### src/rtl/icache_fetch_responder.sv
// Direct-mapped read-only I-cache; hits answered combinationally in the same cycle.
// A miss refills one line byte-serially (issue/receive counters) with no fetch response until installed.
module icache_fetch_responder #(
  parameter int INDEX_BIT = 4,
  parameter int LINE_BIT  = 4
) (
  input  logic        clk_in,
  input  logic        rst_in,
  input  logic        rdy_in,
  input  logic        clear,
  input  logic        inst_req,
  input  logic [31:0] pc,
  output logic        inst_ready,
  output logic [31:0] inst,
  output logic        mem_busy,
  output logic        mem_req,
  output logic [31:0] mem_addr,
  input  logic        mem_gnt,
  input  logic        mem_rvalid,
  input  logic [7:0]  mem_rdata
);
  localparam int LINES = 1 << INDEX_BIT;
  localparam int BYTES = 1 << LINE_BIT;
  localparam int TAG_W = 32 - INDEX_BIT - LINE_BIT;
  localparam int LW    = 8 * BYTES;

  typedef enum logic [0:0] {IDLE, FILL} state_t;

  state_t                 state_q, state_d;
  logic [LINE_BIT:0]      issue_q, issue_d;
  logic [LINE_BIT:0]      recv_q, recv_d;
  logic [31:0]            base_q, base_d;
  logic [LW-1:0]          stage_q, stage_d;
  logic [LINES-1:0]       valid_q, valid_d;
  logic [TAG_W-1:0]       tag_q  [LINES];
  logic [LW-1:0]          data_q [LINES];
  logic                   install;

  logic [31:0]            pc0, pc1, fill_sel;
  logic [INDEX_BIT-1:0]   idx0, idx1, base_idx;
  logic [LINE_BIT-1:0]    off0, off1;
  logic                   hit0, hit1, cmp, miss;
  logic [15:0]            hw0, hw1;

  // pc1 wraps at 32 bits, so the last halfword of memory looks up line 0
  assign pc0      = pc & ~32'd1;
  assign pc1      = pc0 + 32'd2;
  assign idx0     = pc0[INDEX_BIT+LINE_BIT-1:LINE_BIT];
  assign idx1     = pc1[INDEX_BIT+LINE_BIT-1:LINE_BIT];
  assign off0     = pc0[LINE_BIT-1:0];
  assign off1     = pc1[LINE_BIT-1:0];
  assign hit0     = valid_q[idx0] && (tag_q[idx0] == pc0[31:INDEX_BIT+LINE_BIT]);
  assign hit1     = valid_q[idx1] && (tag_q[idx1] == pc1[31:INDEX_BIT+LINE_BIT]);
  assign hw0      = data_q[idx0][{off0, 3'b000} +: 16];
  assign hw1      = data_q[idx1][{off1, 3'b000} +: 16];
  assign cmp      = (hw0[1:0] != 2'b11);
  assign miss     = !hit0 || (!cmp && !hit1);
  assign fill_sel = hit0 ? pc1 : pc0;
  assign base_idx = base_q[INDEX_BIT+LINE_BIT-1:LINE_BIT];

  assign mem_busy   = (state_q == FILL);
  assign mem_req    = mem_busy && rdy_in && !issue_q[LINE_BIT];
  assign mem_addr   = mem_busy ? base_q + {{(31-LINE_BIT){1'b0}}, issue_q} : 32'd0;
  assign inst_ready = inst_req && rdy_in && !clear && !mem_busy && hit0 && (cmp || hit1);
  assign inst       = {hw1, hw0};

  always_comb begin
    state_d = state_q;
    issue_d = issue_q;
    recv_d  = recv_q;
    base_d  = base_q;
    stage_d = stage_q;
    valid_d = valid_q;
    install = 1'b0;
    // Returned bytes are captured even while frozen: the read was already granted
    if (state_q == FILL && mem_rvalid && !recv_q[LINE_BIT]) begin
      stage_d[{recv_q[LINE_BIT-1:0], 3'b000} +: 8] = mem_rdata;
      recv_d = recv_q + 1'b1;
    end
    case (state_q)
      IDLE: begin
        if (inst_req && rdy_in && !clear && miss) begin
          state_d = FILL;
          base_d  = {fill_sel[31:LINE_BIT], {LINE_BIT{1'b0}}};
          issue_d = '0;
          recv_d  = '0;
        end
      end
      FILL: begin
        if (rdy_in) begin
          if (mem_req && mem_gnt) issue_d = issue_q + 1'b1;
          if (recv_d[LINE_BIT]) begin
            state_d           = IDLE;
            install           = 1'b1;
            valid_d[base_idx] = 1'b1;
          end
        end
      end
      default: state_d = IDLE;
    endcase
  end

  always_ff @(posedge clk_in or negedge rst_in) begin
    if (!rst_in) begin
      state_q <= IDLE;
      issue_q <= '0;
      recv_q  <= '0;
      base_q  <= '0;
      stage_q <= '0;
      valid_q <= '0;
    end else begin
      state_q <= state_d;
      issue_q <= issue_d;
      recv_q  <= recv_d;
      base_q  <= base_d;
      stage_q <= stage_d;
      valid_q <= valid_d;
    end
  end

  // Tag/data need no reset: valid bits gate every use
  always_ff @(posedge clk_in) begin
    if (install) begin
      tag_q[base_idx]  <= base_q[31:INDEX_BIT+LINE_BIT];
      data_q[base_idx] <= stage_d;
    end
  end
endmodule

### config.mk
export PLATFORM = sky130hd
export DESIGN_NAME = icache_fetch_responder
export DESIGN_NICKNAME = d
export VERILOG_FILES = /design/src/rtl/icache_fetch_responder.sv
export SDC_FILE = /design/constraint.sdc
export NUM_CORES = 2
export LEC_CHECK = 0
export ABC_AREA = 1
export CORE_ASPECT_RATIO = 1.75
export CORE_MARGIN = 5
export CORE_UTILIZATION = 25
export DETAILED_ROUTE_END_ITERATION = 6
export HOLD_SLACK_MARGIN = 0.08
export PLACE_DENSITY = 0.44
export SLEW_MARGIN = 10
export SYNTH_ARGS = -nofsm -noshare
export SYNTH_HDL_FRONTEND = slang
export SYNTH_SLANG_ARGS = --single-unit
### constraint.sdc
create_clock -name clk_in -period 20.6 [get_ports clk_in]
set_input_delay 2.06 -clock clk_in [delete_from_list [all_inputs] [get_ports clk_in]]
set_output_delay 2.06 -clock clk_in [all_outputs]
set_load 0.05 [all_outputs]
Word-level counts from Yosys, hierarchy flattened
Memories as Yosys holds them, arrays and structs flattened.
Cells that the tools add are included.
{"block": "classes", "n_shift": 4, "magnitude_cmp": 4, "add_sub_neg": 5, "muxes": 26, "n_reduce_logical": 27, "n_eq_ne": 6, "n_bitwise": 2}
{"op": "$shiftx A128 B8 Y16", "n": 2}
{"op": "$bwmux W128", "n": 1}
{"op": "$mux W128", "n": 1}
{"op": "$shift A8 B9 Y128 const A", "n": 1}
{"op": "$shiftx A8 B9 Y128", "n": 1}
{"op": "$mux W32", "n": 2}
{"op": "$eq A24 B24 Y1", "n": 2}
{"op": "$add A32 B2 Y32 const B", "n": 1}
{"op": "$add A32 B5 Y32", "n": 1}
{"op": "$mux W5", "n": 6}
{"op": "$or A16 B16 Y16", "n": 1}
{"op": "$logic_and A1 B1 Y1", "n": 15}
{"op": "$lt A4 B5 Y1 const B", "n": 3}
{"op": "$mux W1", "n": 11}
{"op": "$add A5 B1 Y5 const B", "n": 2}
{"op": "$pmux W5 S2", "n": 1}
{"op": "$neg A7 Y9", "n": 1}
{"op": "$bmux W1 S4", "n": 2}
{"op": "$logic_not A1 Y1", "n": 7}
{"op": "$ne A2 B2 Y1 const B", "n": 3}
{"op": "$reduce_and A3 Y1", "n": 2}
{"op": "$demux W1 S4", "n": 1}
{"op": "$ge A4 B1 Y1 const B", "n": 1}
{"op": "$logic_or A1 B1 Y1", "n": 2}
{"op": "other kinds (4)", "n": 4}
{"block": "word_totals", "word_cells": 82, "output_inout_bits": 67, "ff_bits": 183, "input_bits": 47, "memories": 2, "mem_bits_rw": 2432}
{"memory": "data_q", "depth": 16, "word_bits": 128, "read_ports": 2, "rd_ports_with_merged_regs": 0, "wr": 1, "line_no": "36", "text": "logic [LW-1:0] data_q [LINES];"}
{"memory": "tag_q", "depth": 16, "word_bits": 24, "read_ports": 2, "rd_ports_with_merged_regs": 0, "wr": 1, "line_no": "35", "text": "logic [TAG_W-1:0] tag_q [LINES];"}

Depth between registers and ports, before layout
{"block": "logic_depth", "depth_word": 10, "ltp_mapped": 26, "mapped_depth_nobuf": 22}

Least setup slack after synthesis
OpenSTA, ideal clock, no wires.
{"block": "synth_path", "kind": "input -> register", "startpoint": "input port mem_rvalid", "endpoint": "register valid_q[11]", "slack_ns": 10.755, "setup_ns": 0.106, "path_stages": 7, "t_required_ns": 20.494, "arrival_time_ns": 9.740, "n_path_buf": 0, "cell_sequence": "nand2_1 > nor2_1 > a31oi_1 > nor2_1 > nand3_1 > nor2_1 > or2_2"}
{"block": "synth_via", "elab_chain_cells": 4}
{"item": "from (decl)", "line_no": "19", "text": "input logic mem_rvalid,"}
{"item": "$logic_and A1 B1 Y1 (2 in series)", "line_no": "76", "text": "if (state_q == FILL && mem_rvalid && !recv_q[LINE_BIT]) begin"}
{"item": "$mux W5", "line_no": "76"}
{"item": "$reduce_and A3 Y1 (no line)"}
{"item": "to (signal assigned)", "line_no": "117", "text": "valid_q <= valid_d;"}
{"item": "to (decl)", "line_no": "34", "text": "logic [LINES-1:0] valid_q, valid_d;"}
Every way passes these cells.
A chain may end at the register's enable or synchronous reset.

Worst setup path in the final report
{"block": "layout_path", "startpoint": "input port pc[1]", "endpoint": "output port inst_ready"}
{"block": "layout_via", "elab_chain_cells": 6, "word_cells_on_any_way": 10, "cone_classes": "add/sub (1); eq/ne (2); shift (1); mux (2); reduce/logical (3); memory (1)"}
{"item": "from (decl)", "line_no": "12", "text": "input logic [31:0] pc,"}
{"item": "$add A32 B2 Y32", "line_no": "47", "text": "assign pc1 = pc0 + 32'd2;"}
{"item": "$mem_v2 Z16 W24 / $bmux W1 S4 (equally long branches)"}
{"item": "$eq A24 B24 Y1 / $mux W1 (equally long branches)", "line_no": "53", "text": "assign hit1 = valid_q[idx1] && (tag_q[idx1] == pc1[31:INDEX_BIT+LINE_BIT]);"}
{"item": "$logic_and A1 B1 Y1", "line_no": "53"}
{"item": "$logic_or A1 B1 Y1 (*)", "line_no": "64", "text": "assign inst_ready = inst_req && rdy_in && !clear && !mem_busy && hit0 && (cmp || hit1);"}
{"item": "$logic_and A1 B1 Y1 (*)", "line_no": "64"}
{"item": "to (decl)", "line_no": "13", "text": "output logic inst_ready,"}
Mark *: on every way between the ends. The rest lies on a longest branch, timed or not. The select of a mux whose other input is x is not followed.

==> impl_metrics.yaml <==
status:
  status: "finished, final reports clean"
floorplanning:
  core_sq_um: 510000
  io_pins: 114
  initial_core_util_pct: 25.1
  chipHeight_um: 956
  die_w_um: 551
  fp-row-count: 347
  dieArea_sq_um: 526000
yosys:
  synth_cells: 13019
  syn-mean-instance-area_sq_um: 9.82
  yosysWarningCount: 0
  synth_edf_count: 2432
  syn_area_sq_um: 128000
  syn_nets: 13074
  synthArstFlopShare_pct: 7.00
  yosys_register_bits: 2615
  seq_area_frac_synth_pct: 60.7
  synth_cell_types: 50
  yosys_most_used_dff: "edfxtp_1"
clock_network:
  cts_root_buf: "clkbuf_16"
  h-tree-depth: 4
  cts_made_buffers: 248
  clk_latency_ps: 990
  cts.sinks: 2615
  ctsResizeCount: 0
  cts.reportedPaths.clkPinSlew_ps: 60
  cts_hold_buf: 0
  cts_tree: "done"
  postCtsSetupBuffers: 0
  clk_path_buf_depth: 4
finish:
  fill_cells: 53131
  ff_latch_area_sq_um: 77600
  layout.nets: 12658
  final_cells: 19619
  drive_gt1_share_pct: 6.32
  areaGrowthSynthToFinish_pct: 12.7
  multi_input_area_sq_um: 42800
setup_path:
  start_kind: "input pin"
  timing.rr.start: "mem_busy"
  rr_endpoint: "data_q[0][68]"
  worstSetupEndpointType: "output port"
  endpoint: "inst_ready"
  startpoint: "pc[1]"
  critPathMaxFanout: 115
  path_class: "input pin to output port"
  crit_required_ps: 18540
  rrSetupSlack_ps: 13200
  cp.arrival_ps: 9630
  reg2reg_depth: 10
hold_path:
  hp-class: "flip-flop to flip-flop"
pwr:
  ir_drop_mv: 0.0703
  cellLeakagePower_uw: 0.0488
  power_density_nw_per_um2: 99.7
sta:
  hold_viol_final: 0
  rsz0062_at_grt: "false"
  slew_viol_final: 0
  period_share_pct: 56.8
  worst_slew_pin_slew_ps: 1310
  timing.hold.ws_ps: 469
  min_period_ps: 11690
  fin_setup_tns_ps: 0
  fmax_ghz: 0.0855
  slew_headroom_pct: 12.8
  setup_viol: 0
  clock_skew_ps: 64.8
grt:
  grt_overflow: 0
  antenna_found_initial: 12
  first_global_vias: 102271
  track_usage_pct: 19.8
  grt_max_degree: 165
  grt_pass1_wl_um: 761000
run:
  drv_cap: 0
drt:
  drt_iter0_markers: 8962
  antenna_left: 0
  drc: 0
  vias: 104166
  wl_per_cell_um: 27.7
  drt_first_pass_iters: 7
  wl_um: 543000
  routed_via_density: 5.31
place:
  hpwl_um: 293000
  routabilityCongestion: 0.847
  portBuffers: 112
  placed_cells: 19158
-- power breakdown --
group	internal [uW]	total, uW	leakage [uW]	switching, uW
combinational	581	2710	0.0206	2130
clock	2580	4740	0.00392	2150
sequential	6700	6920	0.0243	217
-- critical path: stages --
cell	delay, ps
buf_8	440
buf_4	810
ha_4	320
nand4_1	180
nand2_4	460
buf_4	460
buf_12	520
buf_4	540
buf_4	740
o211ai_1	190
nand3_1	130
nand3_1	110
nand2_1	370
o21ai_1	190
inv_1	90
nand2_1	50
nor2_1	320
nand3_1	180
nand2_1	110
nand2_2	90
nor2_1	100
clkdlybuf4s50_1	810
-- registers in the layout (all words and copies together) (netlist names) --
name      flops
recv_q        5
data_q     2048
tag_q       384
valid_q      16
stage_q     128
base_q       28
issue_q       5
mem_busy      1
-- per-stage QoR --
stage / setup WS [ps] / utilization, % / total power [uW] / cell area, sq um
after CTS: 8910 / 28.2 / 14500 / 144000
after detailed placement: 8900 / 26.7 / 9740 / 136000
after global placement: 8840 / 26.7 / 9720 / 136000
final: 8910 / 28.2 / 14400 / 144000
after floorplan: 10750 / - / 8420 / 128000
after global routing: 8700 / 28.2 / 14900 / 144000
-- cell families after synthesis --
group	synth area share (%)
AOI/OAI and AO/OA	19.5
and+or+nand+nor	13.1
DFF	60.7
buffers and inverters	6.09
muxes	0.291
xor gates and xnor gates	0.199
adders and majority gates	0.0783
-- cells in the mapped netlist, types with 2 or more instances --
| cell type | number | area (sq um) |
|---|---|---|
| a21oi_1 | 1321 | 6610 |
| a221oi_1 | 4 | 35.0 |
| a22o_1 | 2 | 17.5 |
| a311o_1 | 4 | 40.0 |
| a311oi_1 | 9 | 78.8 |
| a31o_2 | 5 | 43.8 |
| a31oi_1 | 56 | 350 |
| a32o_1 | 14 | 140 |
| and3_1 | 2 | 12.5 |
| buf_1 | 145 | 544 |
| buf_2 | 320 | 1600 |
| buf_4 | 39 | 293 |
| clkbuf_1 | 586 | 2200 |
| clkinv_1 | 2 | 7.51 |
| dfrtp_1 | 183 | 4580 |
| edfxtp_1 | 2432 | 73000 |
| ha_1 | 8 | 100 |
| inv_1 | 830 | 3120 |
| inv_2 | 4 | 15.0 |
| mux2_2 | 33 | 372 |
| nand2_1 | 1405 | 5270 |
| nand2_2 | 6 | 37.5 |
| nand3_1 | 1309 | 6550 |
| nand3b_1 | 3 | 22.5 |
| nand4_1 | 63 | 394 |
| nor2_1 | 1087 | 4080 |
| nor2_2 | 2 | 12.5 |
| nor3_1 | 48 | 240 |
| nor3_2 | 2 | 20.0 |
| nor3b_1 | 2 | 15.0 |
| nor4_1 | 5 | 31.3 |
| nor4_2 | 2 | 25.0 |
| o211ai_1 | 458 | 3440 |
| o21a_1 | 2 | 15.0 |
| o21ai_0 | 2093 | 10500 |
| o21ai_1 | 35 | 175 |
| o221ai_1 | 120 | 1050 |
| o22ai_1 | 202 | 1260 |
| o311ai_0 | 131 | 1150 |
| or2_2 | 8 | 50.1 |
| xor2_1 | 28 | 245 |
-- per-layer routing --
layer  up-vias  routed length (um)  track usage [%]
met1     52574              211000             23.6
met2      4000              272000             35.3
met3      1083               30700             2.37
met5         -                   0                0
li1      46509                   -                -
met4         0               28200             9.05
-- worst min-delay path by stage --
| stage | cells after the start | endpoint | start |
|---|---|---|---|
| after CTS | 2 | valid_q[14] | valid_q[14] |
| final | 2 | valid_q[14] | valid_q[14] |
| after floorplan | 2 | valid_q[10] | valid_q[10] |
| after global routing | 2 | valid_q[8] | valid_q[8] |
| after global placement | 2 | valid_q[0] | valid_q[0] |
| after detailed placement | 2 | valid_q[14] | valid_q[14] |
-- cell type report --
cell class                 count  area share, %
tap                         6805           5.91
clock inverter               124          0.849
antenna                        3        0.00521
timing repair buffer         425           2.70
multi-input combinational   8477           29.7
inverter                     836           2.23
sequential                  2615           53.9
clock buffer                 334           4.74
-- cells in the final DEF, fill, tap and decap left out, types with 12 or more instances in the layout --
master | Yosys | layout
clkinvlp_4 | 0 | 13
inv_1 | 830 | 820
inv_8 | 0 | 12
clkbuf_1 | 586 | 62
edfxtp_1 | 2432 | 2432
o211ai_1 | 458 | 458
buf_12 | 0 | 33
nand3_1 | 1309 | 1306
mux2_2 | 33 | 33
nor2_4 | 0 | 17
nand2_1 | 1405 | 1401
o21ai_0 | 2093 | 2072
xor2_1 | 28 | 27
buf_4 | 39 | 285
bufinv_16 | 0 | 21
a32o_1 | 14 | 14
o311ai_0 | 131 | 131
clkbuf_16 | 0 | 253
a21oi_1 | 1321 | 1310
a31oi_1 | 56 | 54
clkdlybuf4s50_1 | 0 | 102
nand4_1 | 63 | 63
o221ai_1 | 120 | 120
nor2_1 | 1087 | 1069
dfrtp_1 | 183 | 183
o21ai_1 | 35 | 52
clkbuf_8 | 0 | 19
nor3_1 | 48 | 42
clkinv_2 | 0 | 42
clkinv_1 | 2 | 35
o22ai_1 | 202 | 202
Power figures use the tool's default switching activity.
